File: src/rtl/tone_pkg.sv
// tone_pkg: shared clock constant, frequency-to-cycles helper and measurement FSM states
package tone_pkg;

    localparam int CLK_HZ = 16000000;

    typedef enum logic {IDLE, MEASURE} state_t;

    function automatic int hz_to_cycles(input int hz, input int clk_hz = CLK_HZ);
        return clk_hz / hz;
    endfunction

endpackage

File: src/rtl/tone_detector_edge_sync.sv
// edge_sync: two-flop synchroniser plus one-cycle rising-edge pulse for an asynchronous pin
module edge_sync (
    input  logic CLK,
    input  logic RST,
    input  logic din,
    output logic rise
);
    logic s1_q, s2_q, prev_q;
    always_ff @(posedge CLK or posedge RST) begin
        if (RST) begin
            s1_q   <= 1'b0;
            s2_q   <= 1'b0;
            prev_q <= 1'b0;
        end else begin
            s1_q   <= din;
            s2_q   <= s1_q;
            prev_q <= s2_q;
        end
    end
    assign rise = s2_q & ~prev_q;
endmodule

File: src/rtl/tone_detector.sv
// tone_detector: measures the rising-edge period of PIN_11 and flags tone presence and target match
module tone_detector
    import tone_pkg::*;
#(
    parameter int CLK_HZ         = tone_pkg::CLK_HZ,
    parameter int TARGET_HZ      = 600,
    parameter int TOL_CYCLES     = 267,
    parameter int MATCH_COUNT    = 4,
    parameter int MIN_PERIOD     = 160,
    parameter int TIMEOUT_CYCLES = 65535,
    parameter int CW             = 16
) (
    input  logic          CLK,
    input  logic          RST,
    input  logic          PIN_11,
    output logic [CW-1:0] period,
    output logic          period_valid,
    output logic          tone_present,
    output logic          tone_match,
    output logic          glitch
);
    localparam int SW = $clog2(MATCH_COUNT + 1);
    localparam longint TP = longint'(hz_to_cycles(TARGET_HZ, CLK_HZ));
    localparam longint MAXV = (64'sd1 <<< CW) - 1;
    localparam longint LO_I = TP > TOL_CYCLES ? TP - TOL_CYCLES : 0;
    localparam longint HI_I = TP + TOL_CYCLES > MAXV ? MAXV : TP + TOL_CYCLES;
    localparam logic [CW-1:0] WIN_LO = CW'(LO_I > MAXV ? MAXV : LO_I);
    localparam logic [CW-1:0] WIN_HI = CW'(HI_I);
    localparam logic [CW-1:0] MIN_C = CW'(MIN_PERIOD);
    localparam logic [CW-1:0] TO_C = CW'(TIMEOUT_CYCLES);
    localparam logic [SW-1:0] MC = SW'(MATCH_COUNT);

    logic rise, in_win;
    state_t state_q, state_d;
    logic [CW-1:0] cnt_q, cnt_d, period_q, period_d;
    logic [SW-1:0] streak_q, streak_d;
    logic period_valid_q, period_valid_d;
    logic tone_present_q, tone_present_d;
    logic tone_match_q, tone_match_d;
    logic glitch_q, glitch_d;

    edge_sync u_sync (
        .CLK (CLK),
        .RST (RST),
        .din (PIN_11),
        .rise(rise)
    );

    assign in_win = cnt_q >= WIN_LO && cnt_q <= WIN_HI;

    always_comb begin
        state_d        = state_q;
        cnt_d          = cnt_q;
        period_d       = period_q;
        streak_d       = streak_q;
        period_valid_d = 1'b0;
        glitch_d       = 1'b0;
        tone_present_d = tone_present_q;
        if (state_q == IDLE) begin
            cnt_d = rise ? CW'(1) : '0;
            state_d = rise ? MEASURE : IDLE;
        end else if (rise && cnt_q >= MIN_C) begin
            period_d       = cnt_q;
            period_valid_d = 1'b1;
            tone_present_d = 1'b1;
            cnt_d          = CW'(1);
            streak_d       = in_win ? (streak_q == MC ? streak_q : streak_q + 1'b1) : '0;
        end else if (rise) begin
            glitch_d = 1'b1;
            streak_d = '0;
            cnt_d    = cnt_q == TO_C ? cnt_q : cnt_q + 1'b1;
        end else if (cnt_q == TO_C) begin
            state_d        = IDLE;
            tone_present_d = 1'b0;
            streak_d       = '0;
            cnt_d          = '0;
        end else begin
            cnt_d = cnt_q + 1'b1;
        end
        tone_match_d = streak_d == MC;
    end

    always_ff @(posedge CLK or posedge RST) begin
        if (RST) begin
            state_q        <= IDLE;
            cnt_q          <= '0;
            period_q       <= '0;
            streak_q       <= '0;
            period_valid_q <= 1'b0;
            tone_present_q <= 1'b0;
            tone_match_q   <= 1'b0;
            glitch_q       <= 1'b0;
        end else begin
            state_q        <= state_d;
            cnt_q          <= cnt_d;
            period_q       <= period_d;
            streak_q       <= streak_d;
            period_valid_q <= period_valid_d;
            tone_present_q <= tone_present_d;
            tone_match_q   <= tone_match_d;
            glitch_q       <= glitch_d;
        end
    end

    assign period       = period_q;
    assign period_valid = period_valid_q;
    assign tone_present = tone_present_q;
    assign tone_match   = tone_match_q;
    assign glitch       = glitch_q;
endmodule

File: config.mk
export PLATFORM = sky130hd
export DESIGN_NAME = tone_detector
export DESIGN_NICKNAME = d
export VERILOG_FILES = /design/src/rtl/tone_pkg.sv /design/src/rtl/tone_detector_edge_sync.sv /design/src/rtl/tone_detector.sv
export SDC_FILE = /design/constraint.sdc
export NUM_CORES = 1
export LEC_CHECK = 0
export ABC_AREA = 0
export ABC_CLOCK_PERIOD_IN_PS = 3700
export BUFFER_PORTS_ARGS = -buffer_cell sky130_fd_sc_hd__buf_2
export CAP_MARGIN = 20
export CORE_UTILIZATION = 25
export CTS_CLUSTER_DIAMETER = 80
export CTS_CLUSTER_SIZE = 30
export DETAILED_ROUTE_END_ITERATION = 16
export SYNTH_ARGS = -nofsm -noshare
export SYNTH_HDL_FRONTEND = slang
export SYNTH_SLANG_ARGS = --single-unit
File: constraint.sdc
create_clock -name CLK -period 3.7 [get_ports CLK]
set_clock_uncertainty 0.2 [all_clocks]
set_input_delay 0.185 -clock CLK [delete_from_list [all_inputs] [get_ports CLK]]
set_output_delay 0.185 -clock CLK [all_outputs]
set_load 0.01 [all_outputs]
# ---- Yosys cells after proc, flatten, opt, wreduce, memory -nomap -nowiden
# Index checks and enable logic that the tools add are counted.
# W data, S select, Z words.
dict set report op_classes {
  add_sub_neg 2
  multipliers 0
  div_mod_pow 0
  magnitude_cmp 3
  eq_ne 5
  shifts 0
  muxes 24
  n_bitwise 2
  n_reduce_logical 5
}
# operator n
set op_table {}
lappend op_table {{$mux W16} 5}
lappend op_table {{$mux W3} 6}
lappend op_table {{$add A16 B1 Y16 const B} 1}
lappend op_table {{$eq A16 B16 Y1 const B} 1}
lappend op_table {{$ge A16 B15 Y1 const B} 1}
lappend op_table {{$ge A16 B8 Y1 const B} 1}
lappend op_table {{$le A16 B15 Y1 const B} 1}
lappend op_table {{$mux W1} 13}
lappend op_table {{$eq A3 B3 Y1 const B} 2}
lappend op_table {{$ne A4 B4 Y1 const B} 1}
lappend op_table {{$add A3 B1 Y3 const B} 1}
lappend op_table {{$reduce_and A3 Y1} 1}
lappend op_table {{$logic_and A1 B1 Y1} 2}
lappend op_table {{$ne A2 B1 Y1 const B} 1}
lappend op_table {{$reduce_and A2 Y1} 1}
lappend op_table {{$reduce_bool A2 Y1} 1}
lappend op_table {{$and A1 B1 Y1} 1}
lappend op_table {{$not A1 Y1} 1}
dict set report totals {
  regBits 43
  latchBits 0
  mem_bits_rw 0
  rom_bits 0
  out_inout_bits 20
  n_memories 0
}

# ---- Longest topological paths before layout
dict set report depth {
  word_depth 6
  ltp_mapped 6
  depth_no_buf 6
}

# ---- Modules after synthesis
# A second synthesis with hierarchy kept.
dict set report hier_totals {
  hier_cells 183
  hier_area_um2 2064.5
}
# mod instances cells_per_inst area_each_um2
set by_module_without_submodules {}
lappend by_module_without_submodules {tone_detector 1 178 1971.9}
lappend by_module_without_submodules {edge_sync 1 5 92.6}

# ---- Worst setup path before layout
# No wires, ideal clock.
dict set report synth_path {
  path_type {register -> register}
  start {register cnt_q[0]}
  end {register tone_match_q (netlist: tone_match)}
  setup_time_ns 0.078
  t_arrival_ns 1.883
  path_slack_ns 1.539
  path_stages_with_launch 6
  n_path_buf 0
  synth_period_minus_slack_ns 2.161
  path_cell_list {dfrtp_1 -> ha_1 -> nand4_4 -> a2111o_1 -> or4b_1 -> a21boi_1}
}
dict set report synth_via {
  elab_chain_cells 6
  word_cells_on_any_way 12
  classes_between {order compare (3); eq/ne (2); mux (5); reduce/logical (2)}
}
# element line
set synth_rtl {}
lappend synth_rtl {{from (decl)} tone_detector.sv:35} ;# logic [CW-1:0] cnt_q, cnt_d, period_q, period_d;
lappend synth_rtl {{from (signal assigned)} tone_detector.sv:95} ;# cnt_q <= cnt_d;
lappend synth_rtl {{$ge A16 B15 Y1, or another cell as far along} tone_detector.sv:49} ;# assign in_win = cnt_q >= WIN_LO && cnt_q <= WIN_HI;
lappend synth_rtl {{$logic_and A1 B1 Y1 or $mux W3 (tied branches)} {tone_detector.sv:49, tone_detector.sv:72}}
lappend synth_rtl {{$mux W3 (on tied branches)} {tone_detector.sv:67, tone_detector.sv:68}}
lappend synth_rtl {{$mux W3 *} tone_detector.sv:62} ;# end else if (rise && cnt_q >= MIN_C) begin
lappend synth_rtl {{$mux W3 *} tone_detector.sv:59} ;# if (state_q == IDLE) begin
lappend synth_rtl {{$eq A3 B3 Y1 *} tone_detector.sv:80} ;# tone_match_d = streak_d == MC;
lappend synth_rtl {{net tone_match_d} tone_detector.sv:39} ;# logic tone_match_q, tone_match_d;
lappend synth_rtl {{to (signal assigned)} tone_detector.sv:100} ;# tone_match_q <= tone_match_d;
lappend synth_rtl {{to (decl)} tone_detector.sv:39}
# Mark *: on every way through the listed nets, which the timed path passes. The rest lies on a longest branch.
# A chain may end at the register's enable or synchronous reset.

# ---- Worst setup path after layout
dict set report layout_path {
  start {register cnt_q[0]}
  end {register streak_q[0]}
}
dict set report layout_via {
  elab_chain_cells 5
  word_cells_on_any_way 11
  classes_between {order compare (3); eq/ne (1); mux (5); reduce/logical (2)}
}
# element line
set layout_rtl {}
lappend layout_rtl {{$ge A16 B15 Y1, or another cell as far along} tone_detector.sv:49}
lappend layout_rtl {{$logic_and A1 B1 Y1 or $mux W3 (tied branches)} {tone_detector.sv:49, tone_detector.sv:72}}
lappend layout_rtl {{$mux W3 (on tied branches)} {tone_detector.sv:67, tone_detector.sv:68}}
lappend layout_rtl {{$mux W3 *} tone_detector.sv:62}
lappend layout_rtl {{$mux W3 *} tone_detector.sv:59}
lappend layout_rtl {{net streak_d[0]} tone_detector.sv:36} ;# logic [SW-1:0] streak_q, streak_d;
lappend layout_rtl {{to (signal assigned)} tone_detector.sv:97} ;# streak_q <= streak_d;
lappend layout_rtl {{to (decl)} tone_detector.sv:36}
# Marks and branches as above.

==> metrics.yaml <==
status: "completed"
cp-start-kind: "register"
grt_pass1_wl_um: 6470
yosysTopAreaCellShare: 0.517
hold_end: "u_sync.s2_q"
async_reset_ff_frac: 1.00
dp.final_hpwl_um: 2800
setup_viol: 0
synthFlopType: "dfrtp_1"
maxSlewViolCount: 0
antenna_cells: 0
fmax_ghz: 0.416
reg2reg_depth: 5
syn_area_per_cell_um2: 11.0
die_height_um: 93.2
rr_startpoint: "cnt_q[0]"
cts_resized: 0
core-area_um2: 7890
wl_per_cell_um: 12.5
multi_input_area_um2: 917
cts_tree: "done"
rrSetupSlack_ps: 1290
netlist_instances: 190
finalSetupTns_ps: 0
port_buffers: 22
min_from: "u_sync.s1_q"
area_delta_synth_final_pct: 15.5
cts_buffers: 5
syn-num-nets: 199
power.density_nw_per_um2: 455
io_pins: 23
fillCellCount: 810
synth-edff-count: 0
overflow: 0
drt_iter0_markers: 44
fin_ws_ps: 1290
die_x_um: 93.2
finalHoldViolCount: 0
yosysSeqAreaShare: 0.517
worst-setup-path-type: "register to register"
hold_depth: 0
final-seq-area_um2: 1080
fin_nets: 222
vias: 1447
drive_gt1_frac: 0.243
vdd_drop_max_mv: 0.176
root_buffer: "clkbuf_8"
rsz0062_at_grt: "no"
max_slew_margin: 0.383
antenna_found_initial: 0
fin_crit_ps: 2410
synth_area_um2: 2080
endpoint_kind: "register"
place.gp.congestion: 0.768
cp_max_fo: 9
clk_pin_slew_ps: 80
worst_slew_pin_slew_ps: 924
r2r_end: "streak_q[0]"
fin_crit_sh: 0.650
cts_sinks: 43
grt_max_degree: 44
insertion_delay_ps: 290
start_util: 0.264
drc: 0
dp_slack_ps: 1280
rows: 32
cp_data_required_time_ps: 3680
hold_path.class: "register to register"
vias_per_cell: 4.58
wirelength_um: 3940
maxCapViolCount: 0
p_leak_nw: 1.10
ys_seq_elements: 43
ant_nets: 0
grt_pass1_vias: 1309
htreeDepth: 2
track_usage: 0.0963
drtPass1Iterations: 4
ys_warn_count: 0
ys_types: 44
die_area_um2: 8690
clockBufferDepth: 2
synth_top_area_cell: "dfrtp_1"
synth_area_leaders: "dfrtp_1, mux2_2, xnor2_1, ha_1, nor2_1"
worstPathArrival_ps: 2390
layer usage:
layer,global-route usage,wire length [µm],part of all wire
met5,0,0,0
met4,0.0269,35,0.0089
met3,0.0244,117,0.030
met2,0.146,1740,0.44
met1,0.135,2050,0.52
worst max path at each step:
stage          startpoint     endpoint  depth (start not counted)
6_report         cnt_q[0]  streak_q[0]                          5
5_1_grt          cnt_q[0]     cnt_q[2]                          5
4_1_cts          cnt_q[5]    period[3]                          4
3_5_place_dp     cnt_q[0]  streak_q[0]                          5
3_3_place_gp     cnt_q[0]  streak_q[0]                          5
2_1_floorplan    cnt_q[0]   tone_match                          5
flip-flops by register name, indices dropped and copies added (netlist names):
register       count
cnt_q             16
period            16
streak_q           3
glitch             1
period_valid       1
state_q            1
tone_match         1
tone_present       1
u_sync.prev_q      1
u_sync.s1_q        1
u_sync.s2_q        1
critical path, cell delays in order (launching register included):
cell and delay [ps]:
dfrtp_1 430, ha_1 290, nand4_4 200, nor4_1 540, o21ai_0 260, a221o_1 390
cells in the mapped netlist, drive strengths merged (2+ instances only):
library cell / number
a211oi: 3
or3: 2
nor4: 7
xnor2: 9
xor2: 2
nand2: 5
mux2: 16
or4: 3
nor2: 19
a21oi: 6
dfrtp: 43
nor3: 5
nand3b: 2
o21ai: 9
buf: 8
inv: 11
o31ai: 2
nand4: 5
ha: 6
nand3: 7
metrics by stage:
stage	instances	total power [W]	hold slack, ps	area, µm²	utilization
after floorplan	190	0.000740	16.4	2080	-
after global placement	306	0.000773	96.1	2280	0.289
after detailed placement	306	0.000780	94.7	2280	0.289
after CTS	316	0.00111	153	2400	0.305
after global routing	316	0.00116	162	2400	0.305
final	316	0.00109	152	2400	0.305
report_power, final:
group | leakage (nW) | internal [W] | switching, W
Sequential | 0.574 | 0.000516 | 0.0000795
Combinational | 0.480 | 0.0000798 | 0.0000963
Clock | 0.0505 | 0.000170 | 0.000152
Total | 1.10 | 0.000765 | 0.000328
timing repair:
| item | CTS | global route |
|---|---|---|
| endpoints found under the hold margin | 44 | 0 |
| buffers inserted | 0 | 0 |
| hold buffers | 2 | 0 |
placed cells by master, fill, tap and decap left out, types with 2 or more instances in the layout:
cell type / synthesis / routed
ha_1: 6 / 6
a211oi_1: 3 / 3
dfrtp_1: 43 / 43
xnor2_1: 9 / 9
dlygate4sd3_1: 0 / 2
nand3b_1: 2 / 2
o31ai_1: 2 / 2
nor2_1: 18 / 18
nand3_1: 7 / 7
nor3_1: 5 / 5
xor2_1: 2 / 2
mux2_2: 16 / 16
clkbuf_8: 0 / 7
a21oi_1: 6 / 6
or3_1: 2 / 2
or4_1: 2 / 2
nand4_1: 4 / 4
buf_2: 7 / 22
inv_1: 11 / 10
nor4_1: 7 / 7
o21ai_0: 9 / 9
nand2_1: 5 / 5
logic make-up after synthesis:
| family | after synthesis | share of synthesized area |
|---|---|---|
| simple gates | 63 | 0.171 |
| flops | 43 | 0.517 |
| compound gates | 31 | 0.101 |
| buf+inv | 20 | 0.0421 |
| mux | 16 | 0.0866 |
| xor+xnor | 11 | 0.0463 |
| fa+ha+maj | 6 | 0.0361 |
cell type report:
class / instances / area share
flip-flops and latches: 43 / 0.448
multi-input cells: 127 / 0.382
repair buffers: 25 / 0.0573
well taps: 102 / 0.0531
clock buffers: 7 / 0.0401
inverters: 11 / 0.0172
clock inverters: 1 / 0.00312
Power figures use the tool's default switching activity.
